$ cat src/rtl/fpga_cfg_chain_ctrl.sv
// Serial loader for a chain of fpga_dffer configuration cells: accepts words over
// valid/ready and shifts CHAIN_LEN bits into the chain LSB first, then holds it.
module fpga_cfg_chain_ctrl #(
    parameter int CHAIN_LEN = 64,
    parameter int WORD_W    = 8,
    parameter int CNT_W     = $clog2(CHAIN_LEN + 1)
) (
    input  logic              clk_i,
    input  logic              reset_i,
    input  logic              start_i,
    input  logic              abort_i,
    input  logic [WORD_W-1:0] wdata_i,
    input  logic              wvalid_i,
    output logic              wready_o,
    output logic              cfg_e_o,
    output logic              cfg_d_o,
    output logic              busy_o,
    output logic              done_o,
    output logic [CNT_W-1:0]  bit_cnt_o
);

    // state | meaning
    // IDLE  | chain untouched, waiting for start
    // LOAD  | ready for the next configuration word, chain holds
    // SHIFT | one bit per cycle into the chain head, enable high
    // DONE  | CHAIN_LEN bits shifted, chain holds, done level high
    typedef enum logic [1:0] {IDLE, LOAD, SHIFT, DONE} state_t;

    localparam int IDX_W = $clog2(WORD_W + 1);

    state_t            state, state_nx;
    logic [WORD_W-1:0] shreg, shreg_nx;
    logic [CNT_W-1:0]  bit_cnt, bit_cnt_nx;
    logic [IDX_W-1:0]  word_left, word_left_nx;
    logic              last_bit;
    logic              last_in_word;

    assign bit_cnt_o    = bit_cnt;
    assign last_bit     = (bit_cnt == CNT_W'(CHAIN_LEN - 1));
    assign last_in_word = (word_left == '0);

    always_comb begin
        state_nx     = state;
        shreg_nx     = shreg;
        bit_cnt_nx   = bit_cnt;
        word_left_nx = word_left;
        if (abort_i) begin
            state_nx = IDLE;
        end else begin
            case (state)
                IDLE: begin
                    if (start_i) begin
                        state_nx   = LOAD;
                        bit_cnt_nx = '0;
                    end
                end
                LOAD: begin
                    // wready_o is high for the whole LOAD state, so valid alone completes the handshake
                    if (wvalid_i) begin
                        state_nx     = SHIFT;
                        shreg_nx     = wdata_i;
                        word_left_nx = IDX_W'(WORD_W - 1);
                    end
                end
                SHIFT: begin
                    shreg_nx     = shreg >> 1;
                    bit_cnt_nx   = bit_cnt + 1'b1;
                    word_left_nx = word_left - 1'b1;
                    if (last_bit)
                        state_nx = DONE;
                    else if (last_in_word)
                        state_nx = LOAD;
                end
                DONE: begin
                    if (start_i) begin
                        state_nx   = LOAD;
                        bit_cnt_nx = '0;
                    end
                end
                default: state_nx = IDLE;
            endcase
        end
    end

    // Outputs are decoded from the next state and registered so the fabric enable is glitch-free.
    always_ff @(posedge clk_i or posedge reset_i) begin
        if (reset_i) begin
            state     <= IDLE;
            shreg     <= '0;
            bit_cnt   <= '0;
            word_left <= '0;
            wready_o  <= 1'b0;
            cfg_e_o   <= 1'b0;
            cfg_d_o   <= 1'b0;
            busy_o    <= 1'b0;
            done_o    <= 1'b0;
        end else begin
            state     <= state_nx;
            shreg     <= shreg_nx;
            bit_cnt   <= bit_cnt_nx;
            word_left <= word_left_nx;
            wready_o  <= (state_nx == LOAD);
            cfg_e_o   <= (state_nx == SHIFT);
            cfg_d_o   <= (state_nx == SHIFT) && shreg_nx[0];
            busy_o    <= (state_nx == LOAD) || (state_nx == SHIFT);
            done_o    <= (state_nx == DONE);
        end
    end

endmodule

$ cat config.mk
export PLATFORM = sky130hd
export DESIGN_NAME = fpga_cfg_chain_ctrl
export DESIGN_NICKNAME = d
export VERILOG_FILES = /design/src/rtl/fpga_cfg_chain_ctrl.sv
export SDC_FILE = /design/constraint.sdc
export NUM_CORES = 1
export LEC_CHECK = 0
export ABC_AREA = 1
export CAP_MARGIN = 20
export CORE_UTILIZATION = 48
export CTS_BUF_LIST = sky130_fd_sc_hd__clkbuf_8
export CTS_CLUSTER_SIZE = 20
export DETAILED_ROUTE_END_ITERATION = 8
export HOLD_SLACK_MARGIN = 0.03
export PLACE_DENSITY = 0.8
export SLEW_MARGIN = 40
export SYNTH_ARGS = -nofsm -noshare
export SYNTH_HDL_FRONTEND = slang
export SYNTH_SLANG_ARGS = --single-unit
$ cat constraint.sdc
create_clock -name clk_i -period 1.6 [get_ports clk_i]
set_clock_uncertainty 0.05 [all_clocks]
set_input_delay 0.24 -clock clk_i [delete_from_list [all_inputs] [get_ports clk_i]]
set_output_delay 0.24 -clock clk_i [all_outputs]
set_load 0.005 [all_outputs]
==> run_results.csv <==
group,metric,value,unit
place,dp_hpwl,2380,um
synthesis,ys_types,25,
critical_path,timing.critical_path.to_type,"flip-flop",
floorplan,initial_utilization,0.505,
drt,drt-vias-per-instance,5.34,
synthesis,ys_top_cells_by_count,"39 x nand2_1, 26 x dfrtp_1, 19 x inv_1, 18 x a21oi_1, 17 x nor2_1",
grt,global_route.usage.total,0.226,
sta,final-hold-violation-count,0,
grt,grt_antenna_before_repair,0,
drt,ant_nets,0,
layout,final_design_area_no_fill,1950,sq um
layout,antennaDiodeCount,0,
layout,utilization,0.712,
synthesis,cell_types_occupying_the_most_area_after_synthesis,"dfrtp_1 47%, nand2_1 11%, ha_1 7.3%",
synthesis,cell_area_synth,1380,sq um
place,place_area,1730,sq um
sta,slew_at_the_pin_closest_to_its_max_slew_limit,337,ps
cts,cts.reportedPaths.clkPinSlew,90,ps
drt,drcViolationCount,0,
sta,report.final.setup_viol,5,
sta,max_clock_freq,604,MHz
sta,layout_min_cycle_time,1660,ps
place,place.gp.congestion,0.808,
cts,cts_max_path_buffers,2,
floorplan,num_io_pins,25,
job,max_cap_violations,0,
synthesis,synth.most_common_cell,"nand2_1",
sta,final.setup.worst_slack,-56.5,ps
synthesis,synth_top_cell_area_share,0.471,
place,place.port_buffers,24,
synthesis,synth_seq_area_share,0.471,
cts,numCtsBuffers,3,
drt,drt_wl_total,3630,um
floorplan,die_y,55.6,um
synthesis,synth_edf_count,0,
grt,wire_length_of_the_first_global_routing_pass,5610,um
power,totalPowerFinal,3.01,mW
drt,drt_first_iter_violations,41,
grt,grt.overflow.total,0,
run_status,outcome,"finished, violations left",
place,placedCellCount,229,
sta,worst_relative_slew_slack,0.775,
floorplan,die_x,55.6,um
grt,first_global_vias,1263,
synthesis,yosysWarningCount,0,
critical_path,crit_path_max_fanout,5,
layout,drive_above_1_share,0.242,
critical_path,critical_path.slowest_cell,"dfrtp_1",
floorplan,design.die.area,3090,sq um
layout,layout.nets,234,
drt,drt_pass1_iterations,4,
synthesis,syn_nets,187,
critical_path,critical_path.cell_chain,"inv_2, ha_4, buf_6, a21oi_4, a21oi_2, ha_1, a21boi_2",
sta,timing_max_transition_violations_final,0,
layout,finalNonFillerCells,242,
synthesis,syn-instance-count,166,
critical_path,critPathKind,"flip-flop to flip-flop",
cts,clock-sinks,26,
synthesis,synth_top_cell_by_area,"dfrtp_1",
floorplan,row_count,19,
cts,clockRootBuffer,"clkbuf_8",
sta,timing.final.crit_share,1.04,
critical_path,worst_setup_path_start_kind,"flip-flop",
cts,holdBufCountCts,0,
cts,cts_tree,"built",
synthesis,ys.flop_type,"dfrtp_1",
synthesis,synth-async-reset-ratio,1.00,
drt,routed_wire_length_per_instance,15.0,um
cts,worst_skew_pair.late_latency,270,ps
power,leakage,0.943,nW
grt,grt_max_degree,27,
floorplan,floorplan_core_area,2730,sq um
run_status,failed_checks,"negative setup slack",
cts,cts-htree-levels,1,
synthesis,synth.ff_latch_count,26,
synthesis,synth.avg_cell_area,8.31,sq um
sta,unrepaired_setup_endpoints_after_global_routing,"yes",
power,vdd_ir_drop_max,0.00160,V
critical_path,timing.critical_path.slowest_cell_delay,430,ps
drt,vias,1293,
worst_hold_path,min-delay-path-class,"input pin to asynchronous set/reset pin",
layout,areaGrowthSynthToFinish,41.0,%
power,power_density,1550,nW/um^2
critical_path,critPathArrivalTime,1780,ps
sta,hold-worst-slack,279,ps
critical_path,crit_required,1720,ps
area by class of cell:
| cell class | instances | area (sq um) |
|---|---|---|
| Clock buffer | 3 | 41.3 |
| Fill cell | 184 | 788 |
| Inverter | 21 | 83.8 |
| Multi-Input combinational cell | 117 | 719 |
| Sequential cell | 26 | 652 |
| Tap cell | 31 | 38.8 |
| Timing Repair Buffer | 44 | 410 |
logic make-up after synthesis:
logic type,share of synthesized area
xor+xnor,0.00635
compound gates,0.121
simple gates,0.260
flops,0.471
buf+inv,0.0689
fa+ha+maj,0.0725
power by group:
| part | switching [mW] | total [mW] | internal, mW | leakage [nW] |
|---|---|---|---|---|
| Sequential | 0.118 | 0.989 | 0.871 | 0.330 |
| Combinational | 0.882 | 1.65 | 0.767 | 0.591 |
| Clock | 0.203 | 0.372 | 0.169 | 0.0216 |
| Total | 1.20 | 3.01 | 1.81 | 0.943 |
stage by stage:
stage          setup TNS [ps]  setup slack (ps)
6_report                 -134             -56.5
5_1_grt                  -555             -91.5
4_1_cts                -0.292            -0.292
3_5_place_dp             -382             -88.3
3_3_place_gp                0              12.3
2_1_floorplan               0              26.2
cell usage in the layout (no fill, tap or decap), types with 2 or more instances in the layout:
master and instances:
nand2_1 37, dfrtp_1 25, clkdlybuf4s50_1 24, nor2_1 17, buf_4 17, a21oi_1 16
inv_1 15, nand3_1 11, nand2_4 4, inv_2 4, o21ai_0 4, ha_1 4
nor2_4 3, clkbuf_8 3, nand2_2 2, inv_4 2, ha_4 2, ha_2 2
buf_6 2
final timing paths:
path / cells after the start / slack, ps / start / endpoint
hold reg to reg: 1 / 460 / shreg[7]$_DFFE_PP0P_ / shreg[7]$_DFFE_PP0P_
max in group asynchronous: 3 / 950 / reset_i / state[1]$_DFF_PP0_
setup / recovery: 7 / -60 / state[0]$_DFF_PP0_ / cfg_d_o$_DFF_PP0_
setup reg to reg: 7 / -60 / state[0]$_DFF_PP0_ / cfg_d_o$_DFF_PP0_
hold / removal: 3 / 280 / reset_i / busy_o$_DFF_PP0_
min in group clk_i: 1 / 460 / shreg[7]$_DFFE_PP0P_ / shreg[7]$_DFFE_PP0P_
state kept, by name, summed over array words and instances (netlist names):
register and flops:
bit_cnt_o 7, busy_o 1, cfg_d_o 1, cfg_e_o 1, done_o 1, shreg 8
state 2, word_left 4, wready_o 1
routing by layer:
metal / global-route usage / share of wire / vias up
met3: 0.0442 / 0.032 / 10
met1: 0.282 / 0.43 / 630
met4: 0.0393 / 0.013 / 0
li1: - / - / 628
met5: 0 / 0 / -
met2: 0.411 / 0.52 / 25
critical path: cells and delay by family, from the launching register on:
kind,cells,cell delay (ps)
AO/OA/AOI/OAI,3,410
adder cells (fa/ha/maj),2,440
buffers and inverters,2,220
flip-flops,1,430
what timing repair did:
item                       4_1_cts  5_1_grt
pin swaps                        2        7
buffers inserted                 2        8
setup endpoints to repair        8       13
gates resized for setup          6       20
No activity file was read; power rests on OpenSTA's default activity.
